===== src/rtl/mult_div_unit.sv =====
// mult_div_unit: multicycle signed multiply / divide unit feeding the HI/LO
// registers. Multiply uses radix-2 Booth recoding; divide uses restoring
// division on operand magnitudes followed by a sign-fix cycle.
module mult_div_unit #(
    parameter int WIDTH = 32
) (
    input  logic             clk,
    input  logic             reset,
    input  logic             mult_start,
    input  logic             div_start,
    input  logic [WIDTH-1:0] a,
    input  logic [WIDTH-1:0] b,
    output logic [WIDTH-1:0] hi,
    output logic [WIDTH-1:0] lo,
    output logic             busy,
    output logic             done,
    output logic             div_zero
);

    localparam int CW = $clog2(WIDTH);
    localparam logic [CW-1:0] LastCount = CW'(WIDTH - 1);

    typedef enum logic [2:0] {
        IDLE,
        MULT,
        DIV,
        FIX,
        DONE
    } state_t;

    state_t state;
    state_t nextState;

    // Shared datapath: acc is the Booth accumulator or the division remainder,
    // mq is the multiplier or the dividend/quotient shift register, and
    // operand holds the multiplicand or the divisor magnitude.
    logic [WIDTH:0]   acc;
    logic [WIDTH-1:0] mq;
    logic             qm1;
    logic [WIDTH-1:0] operand;
    logic [CW-1:0]    count;
    logic             isDiv;
    logic             negQuot;
    logic             negRem;

    logic [WIDTH:0]   operandExt;
    logic [WIDTH:0]   boothSum;
    logic [WIDTH:0]   remShift;
    logic [WIDTH:0]   divTrial;
    logic [WIDTH-1:0] absA;
    logic [WIDTH-1:0] absB;

    assign operandExt = {operand[WIDTH-1], operand};
    assign absA       = a[WIDTH-1] ? (~a + 1'b1) : a;
    assign absB       = b[WIDTH-1] ? (~b + 1'b1) : b;

    // Booth step: add or subtract the sign-extended multiplicand depending on
    // the current multiplier bit pair, ahead of the arithmetic right shift.
    always_comb begin
        boothSum = acc;
        case ({mq[0], qm1})
            2'b01:   boothSum = acc + operandExt;
            2'b10:   boothSum = acc - operandExt;
            default: boothSum = acc;
        endcase
    end

    // Restoring division step: shift the next dividend bit into the remainder
    // and trial-subtract the divisor; a negative result means restore.
    always_comb begin
        remShift = {acc[WIDTH-1:0], mq[WIDTH-1]};
        divTrial = remShift - {1'b0, operand};
    end

    // State register.
    always_ff @(posedge clk or negedge reset) begin
        if (!reset) begin
            state <= IDLE;
        end else begin
            state <= nextState;
        end
    end

    // Next-state logic; multiply takes priority when both starts arrive together.
    always_comb begin
        nextState = state;
        case (state)
            IDLE: begin
                if (mult_start) begin
                    nextState = MULT;
                end else if (div_start) begin
                    nextState = (b == '0) ? DONE : DIV;
                end
            end
            MULT:    nextState = (count == LastCount) ? FIX : MULT;
            DIV:     nextState = (count == LastCount) ? FIX : DIV;
            FIX:     nextState = DONE;
            DONE:    nextState = IDLE;
            default: nextState = IDLE;
        endcase
    end

    // Output decode straight from the state.
    always_comb begin
        busy = (state != IDLE);
        done = (state == DONE);
    end

    // Datapath: operand capture, per-cycle iteration and the final HI/LO write.
    always_ff @(posedge clk or negedge reset) begin
        if (!reset) begin
            acc      <= '0;
            mq       <= '0;
            qm1      <= 1'b0;
            operand  <= '0;
            count    <= '0;
            isDiv    <= 1'b0;
            negQuot  <= 1'b0;
            negRem   <= 1'b0;
            hi       <= '0;
            lo       <= '0;
            div_zero <= 1'b0;
        end else begin
            case (state)
                IDLE: begin
                    if (mult_start) begin
                        acc      <= '0;
                        mq       <= b;
                        qm1      <= 1'b0;
                        operand  <= a;
                        count    <= '0;
                        isDiv    <= 1'b0;
                        div_zero <= 1'b0;
                    end else if (div_start) begin
                        if (b == '0) begin
                            div_zero <= 1'b1;
                        end else begin
                            acc      <= '0;
                            mq       <= absA;
                            qm1      <= 1'b0;
                            operand  <= absB;
                            count    <= '0;
                            isDiv    <= 1'b1;
                            negQuot  <= a[WIDTH-1] ^ b[WIDTH-1];
                            negRem   <= a[WIDTH-1];
                            div_zero <= 1'b0;
                        end
                    end
                end
                MULT: begin
                    acc   <= {boothSum[WIDTH], boothSum[WIDTH:1]};
                    mq    <= {boothSum[0], mq[WIDTH-1:1]};
                    qm1   <= mq[0];
                    count <= count + 1'b1;
                end
                DIV: begin
                    if (divTrial[WIDTH]) begin
                        acc <= remShift;
                    end else begin
                        acc <= divTrial;
                    end
                    mq    <= {mq[WIDTH-2:0], ~divTrial[WIDTH]};
                    count <= count + 1'b1;
                end
                FIX: begin
                    if (isDiv) begin
                        lo <= negQuot ? (~mq + 1'b1) : mq;
                        hi <= negRem ? (~acc[WIDTH-1:0] + 1'b1) : acc[WIDTH-1:0];
                    end else begin
                        hi <= acc[WIDTH-1:0];
                        lo <= mq;
                    end
                end
                default: begin
                end
            endcase
        end
    end

endmodule


===== config.mk =====
export PLATFORM = sky130hd
export DESIGN_NAME = mult_div_unit
export DESIGN_NICKNAME = d
export VERILOG_FILES = /design/src/rtl/mult_div_unit.sv
export SDC_FILE = /design/constraint.sdc
export NUM_CORES = 1
export LEC_CHECK = 0
export CELL_PAD_IN_SITES_DETAIL_PLACEMENT = 1
export CELL_PAD_IN_SITES_GLOBAL_PLACEMENT = 2
export CORE_AREA = 2 2 165 288
export CTS_BUF_LIST = sky130_fd_sc_hd__clkbuf_8
export DETAILED_ROUTE_END_ITERATION = 16
export DIE_AREA = 0 0 167 290
export PLACE_DENSITY = 0.89
export SYNTH_ARGS = -nofsm -noshare
export SYNTH_HDL_FRONTEND = slang
export SYNTH_SLANG_ARGS = --single-unit

===== constraint.sdc =====
create_clock -name clk -period 4.98 [get_ports clk]
set_clock_uncertainty 0.1 [all_clocks]
set_input_delay 1.494 -clock clk [delete_from_list [all_inputs] [get_ports clk]]
set_output_delay 1.494 -clock clk [all_outputs]
set_load 0.1 [all_outputs]

; ---- Word-level counts from Yosys, hierarchy flattened
; Cells that the tools add are included.
[op_classes]
add_sub_neg = 8
mul = 0
div_mod_pow = 0
magnitude_cmp = 0
eq_ne = 10
shifts = 0
mux = 39
n_bitwise = 8
n_reduce_logical = 14
[op_table]
columns = op, n
row1 = $mux 32, 12
row2 = $mux 33, 4
row3 = $add 32x1->32 const B, 4
row4 = $not 32->32, 4
row5 = $pmux 33 s3, 1
row6 = $pmux 32 s3, 1
row7 = $pmux 33 s2, 1
row8 = $add 33x33->33, 1
row9 = $sub 33x32->33, 1
row10 = $sub 33x33->33, 1
row11 = $logic_not 32->1, 1
row12 = $mux 5, 3
row13 = $pmux 3 s4, 1
row14 = $reduce_and 3->1, 4
row15 = $mux 1, 10
row16 = $pmux 5 s2, 1
row17 = $mux 3, 3
row18 = $eq 3x2->1 const B, 2
row19 = $ne 3x3->1 const B, 2
row20 = $reduce_bool 2->1, 3
row21 = $reduce_bool 3->1, 2
row22 = $add 5x1->5 const B, 1
row23 = $eq 5x5->1 const B, 1
row24 = $reduce_and 4->1, 1
row25 = 12 further kinds, 14
[word_totals]
reg_bits = 174
latchBits = 0
mem_bits_rw = 0
rom_bits = 0
out_inout_bits = 67
wordCells = 91
memories = 0

; ---- Longest topological paths before layout
[logic_depth]
ltp_word = 7
depth_mapped = 20
mapped_depth_nobuf = 20

; ---- Worst setup path before layout
; OpenSTA, ideal clock, no wires.
[synth_path]
path_kind = register to register
start = register operand[1]
end = register acc[31]
arrival_time_ns = 4.454
required_time_ns = 4.749
setup_slack_ns = 0.294
stages_incl_launch_ff = 18
path_cell_list = dfrtp_1 -> inv_1 -> ha_1 -> or4b_2 -> nor3_1 -> and2_1 -> and3_1 -> a31oi_1 -> xnor2_1 -> ha_1 -> and4_1 -> nand2_1 -> or2_2 -> or3_1 -> a211oi_1 -> a211oi_1 -> o211a_1 -> or3b_1
[synth_between]
elab_chain_cells = 3
word_cells_on_any_way = 6
classes_between = add/sub: 3 / mux: 3
[synth_lines]
columns = item, line
row1 = from (decl), 40  ; logic [WIDTH-1:0] operand;
row2 = from (signal assigned), 141  ; operand <= absB;
row3 = "$sub 33x33->33, or another cell as far along", 63  ; 2'b10: boothSum = acc - operandExt;
row4 = $pmux 33 s2 or $mux 33 (tied branches), "61, 157"
row5 = $pmux 33 s3 (*), 124  ; case (state)
row6 = to (signal assigned), 151  ; acc <= {boothSum[WIDTH], boothSum[WIDTH:1]};
row7 = to (signal assigned), 158  ; acc <= remShift;
row8 = to (signal assigned), 160  ; acc <= divTrial;
row9 = to (decl), 37  ; logic [WIDTH:0] acc;
; Mark *: on every way between the ends. The rest lies on a longest branch, timed or not.
; A chain may end at the register's enable or synchronous reset.

; ---- Final worst setup path
[layout_path]
start = register mq[31]
end = register acc[11]
[layout_between]
elab_chain_cells = 3
[layout_lines]
columns = item, line
row1 = from (decl), 38  ; logic [WIDTH-1:0] mq;
row2 = from (signal assigned), 139  ; mq <= absA;
row3 = from (signal assigned), 152  ; mq <= {boothSum[0], mq[WIDTH-1:1]};
row4 = from (signal assigned), 162  ; mq <= {mq[WIDTH-2:0], ~divTrial[WIDTH]};
row5 = $sub 33x32->33, 72  ; divTrial = remShift - {1'b0, operand};
row6 = $mux 33, 157  ; if (divTrial[WIDTH]) begin
row7 = $pmux 33 s3, 124
; No other way between the ends.

==> impl_metrics.prom <==
# TYPE chip_impl_metric gauge
chip_impl_metric{name="final.min_clock_period",unit="ps"} 4808
chip_impl_metric{name="insertion_delay",unit="ps"} 520
chip_impl_metric{name="initial_standard_cell_utilization_of_the_core",unit=""} 0.3184
chip_impl_metric{name="final_layout_size_suffix_gt1_frac",unit=""} 0.09015
chip_impl_metric{name="post_drt_wl_per_cell",unit="um"} 21.72
chip_impl_info{name="hold_sp",value="hi[8]"} 1
chip_impl_metric{name="syn-num-nets",unit=""} 2000
chip_impl_metric{name="netlist_area",unit="um2"} 14630
chip_impl_metric{name="synth_largest_type_area_fraction",unit=""} 0.2977
chip_impl_metric{name="antenna_found_initial",unit=""} 1
chip_impl_metric{name="wl",unit="um"} 56780
chip_impl_metric{name="grt_pass1_vias",unit=""} 15680
chip_impl_info{name="crit_type",value="flip-flop to flip-flop"} 1
chip_impl_info{name="top_layer_used",value="met4"} 1
chip_impl_info{name="origin_of_the_critical_flop_to_flop_path",value="mq[31]"} 1
chip_impl_metric{name="sequential_cell_area",unit="um2"} 4354
chip_impl_metric{name="tns",unit="ps"} 0
chip_impl_metric{name="postSynth.asyncResetShare",unit=""} 1.000
chip_impl_metric{name="top_level_ports",unit=""} 135
chip_impl_metric{name="num_vias",unit=""} 14760
chip_impl_metric{name="grt-ovfl-total",unit=""} 0
chip_impl_metric{name="synth-seq-cells",unit=""} 174
chip_impl_metric{name="clock_tree.htree_level_count",unit=""} 4
chip_impl_metric{name="core_area",unit="um2"} 45930
chip_impl_metric{name="gp_congestion",unit=""} 0.9034
chip_impl_metric{name="critical_path.max_fanout",unit=""} 6
chip_impl_metric{name="seq_area_frac_synth",unit=""} 0.2977
chip_impl_metric{name="post_synth.cell_area_avg",unit="um2"} 7.876
chip_impl_metric{name="viasPerCell",unit=""} 5.646
chip_impl_metric{name="synth-edff-count",unit=""} 0
chip_impl_metric{name="critical_path_required",unit="ps"} 5260
chip_impl_metric{name="maxSlewViolCount",unit=""} 0
chip_impl_metric{name="cp_data_arrival_time",unit="ps"} 5090
chip_impl_metric{name="worst_pin_slew",unit="ps"} 1079
chip_impl_metric{name="cts.sink_count",unit=""} 174
chip_impl_metric{name="port_buffers",unit=""} 134
chip_impl_metric{name="finalCritPeriodShare",unit=""} 0.9655
chip_impl_info{name="hold_path.class",value="flip-flop to flip-flop"} 1
chip_impl_info{name="critPathCaptureType",value="flip-flop"} 1
chip_impl_info{name="path_cells",value="inv_1 -> ha_2 -> inv_1 -> fa_1 -> a21oi_1 -> nor2b_1 -> a311oi_1 -> buf_4 -> o31ai_1 -> a21o_1 -> a221oi_2 -> buf_4 -> o221ai_1 -> a21oi_1 -> o31ai_1 -> ha_2 -> buf_4 -> mux2_2 -> a222oi_1 -> o21ai_0"} 1
chip_impl_info{name="grt_setup_unrepaired",value="false"} 1
chip_impl_metric{name="postSynthCellCount",unit=""} 1857
chip_impl_info{name="critical_path.top_delay_family",value="compound AO/OA/AOI/OAI gates"} 1
chip_impl_metric{name="net_count_of_the_finished_layout",unit=""} 2160
chip_impl_info{name="cpMostUsedCell",value="buf_4"} 1
chip_impl_info{name="ys_top_cells_by_count",value="nand2_1, o21ai_0, dfrtp_1"} 1
chip_impl_metric{name="grt_start_max_net_pins",unit=""} 69
chip_impl_metric{name="chipHeight",unit="um"} 290
chip_impl_metric{name="multi_input_comb_area",unit="um2"} 9587
chip_impl_metric{name="cts.path.max_buffers",unit=""} 2
chip_impl_info{name="worst_path_slowest_cell",value="ha_2"} 1
chip_impl_info{name="setup.worst_path.start_class",value="flip-flop"} 1
chip_impl_metric{name="synth_warnings",unit=""} 0
chip_impl_metric{name="maxClockFrequency",unit="MHz"} 208.0
chip_impl_metric{name="area_delta_synth_final",unit="%"} 20.91
chip_impl_metric{name="routed-wl-met2",unit="um"} 30290
chip_impl_metric{name="route.antenna.remaining_nets",unit=""} 0
chip_impl_metric{name="max_cap_viol_count",unit=""} 0
chip_impl_metric{name="drt-pass1-iter-count",unit=""} 6
chip_impl_info{name="synth_largest_area_cell",value="dfrtp_1"} 1
chip_impl_metric{name="drt-initial-drc-count",unit=""} 816
chip_impl_info{name="status",value="complete, no violations"} 1
chip_impl_info{name="synth_top_flop_cell",value="dfrtp_1"} 1
chip_impl_metric{name="drc_viols",unit=""} 0
chip_impl_metric{name="instance_area_after_placement",unit="um2"} 17200
chip_impl_metric{name="grt_first_pass_wirelength",unit="um"} 88830
chip_impl_metric{name="n_fill_cell",unit=""} 5552
chip_impl_metric{name="slew_headroom",unit=""} 0.2786
chip_impl_info{name="tritoncts",value="yes"} 1
chip_impl_info{name="startpoint",value="mq[31]"} 1
chip_impl_metric{name="global_route.usage.total",unit=""} 0.2337
chip_impl_metric{name="fin_area",unit="um2"} 17680
chip_impl_metric{name="yosys.cell_types.count",unit=""} 73
chip_impl_metric{name="floorplan.die.width",unit="um"} 167
chip_impl_metric{name="cp_num_buf_inv",unit=""} 5
chip_impl_info{name="ys_top_cells_by_area",value="dfrtp_1, o21ai_0, xnor2_1"} 1
chip_impl_metric{name="placement_rows",unit=""} 104
chip_impl_metric{name="detail_route.wirelength.met1",unit="um"} 21680
chip_impl_metric{name="total_count_of_hold_check_failures_in_the_final_report",unit=""} 0
chip_impl_metric{name="clkSlewWorstSetupHoldPaths",unit="ps"} 110
chip_impl_info{name="synthMostInstantiatedCell",value="nand2_1"} 1
chip_impl_metric{name="dp.final_hpwl",unit="um"} 45270
chip_impl_metric{name="cts-buffers-inserted",unit=""} 17
chip_impl_metric{name="met3_routed_wirelength",unit="um"} 1503
chip_impl_metric{name="design.die.area",unit="um2"} 48430
chip_impl_metric{name="setup_viol",unit=""} 0
chip_impl_metric{name="critical-path-max-stage-delay",unit="ps"} 440
chip_impl_info{name="cts_root_buf",value="clkbuf_8"} 1
[worst register-to-register path, stage by stage (launching register included)]
cell and delay, ps:
dfrtp_1 400, inv_1 90, ha_2 210, inv_1 60
fa_1 400, a21oi_1 160, nor2b_1 90, a311oi_1 240
buf_4 180, o31ai_1 140, a21o_1 280, a221oi_2 260
buf_4 170, o221ai_1 150, a21oi_1 220, o31ai_1 100
ha_2 440, buf_4 200, mux2_2 340, a222oi_1 310
o21ai_0 140
[state kept, by name (all words and copies together) (netlist names)]
name / flops
negQuot: 1
mq: 32
count: 5
isDiv: 1
negRem: 1
qm1: 1
acc: 33
state: 3
operand: 32
hi: 32
div_zero: 1
lo: 32
[through the flow]
stage	utilization	cells	hold WS, ps	setup WS (ps)
final	0.3850	2614	386.0	171.8
after global routing	0.3850	2614	427.9	13.06
after detailed placement	0.3745	2580	369.5	42.55
after floorplan	-	1857	348.7	294.4
after global placement	0.3745	2580	360.6	64.87
after CTS	0.3840	2612	394.3	10.25
[final cells by class]
class	instances	share of cell area
multi-input combinational	1494	0.5421
timing repair buffer	252	0.1291
antenna	1	0.0001415
clock inverter	15	0.01139
clock buffer	17	0.01323
sequential	174	0.2462
tap	583	0.04125
inverter	78	0.01656
[cell families after synthesis]
group,count (synthesis),synth area share
AND/OR/NAND/NOR,570,0.1820
XOR/XNOR,191,0.1144
adder cells (fa/ha/maj),75,0.06518
AO/OA/AOI/OAI,626,0.2685
multiplexers,32,0.02224
flip-flops,174,0.2977
buffers and inverters,189,0.04996
[final timing paths]
kind	to	slack (ps)	cells past startpoint
min in group asynchronous	hi[30]	890	1
max in group asynchronous	mq[8]	3020	2
hold reg to reg	hi[8]	390	2
setup reg to reg	acc[11]	170	20
setup / recovery	acc[11]	170	20
hold / removal	hi[8]	390	2
[layout by cell type, fill, tap and decap left out, drive strengths merged, types with 6 or more instances in the layout]
master and count:
xor2 82, o21ai 211, o211ai 10, nor3 32
mux2i 28, a222oi 23, o21bai 6, nand4 9
a41oi 6, o31a 6, or3 18, or4 15
o221ai 13, a31oi 31, a211oi 7, nand2 223
and2 12, nand3 19, clkdlybuf4s50 130, clkinv 6
xnor2 109, o31ai 24, clkbuf 17, buf 122
nor2b 14, inv 84, a221oi 25, a22oi 12
nand2b 16, a21oi 164, o21a 13, dfrtp 174
a21o 27, and3 16, o41ai 15, nor4 22
nor2 149, ha 73
[timing repair]
action | CTS | global route
setup buffers | 0 | 1
resized for setup | 0 | 14
hold buffers | 0 | 0
setup endpoints to repair | 0 | 28
[layer usage]
metal	vias to the layer above	global-route usage
met3	130	0.02469
met4	0	0.1289
met5	-	0
met2	364	0.4397
met1	7232	0.2517
li1	7032	-
Power is left out: the tool's default activity adds up to more than one toggle a clock period on the data nets, which glitch-free logic cannot reach.
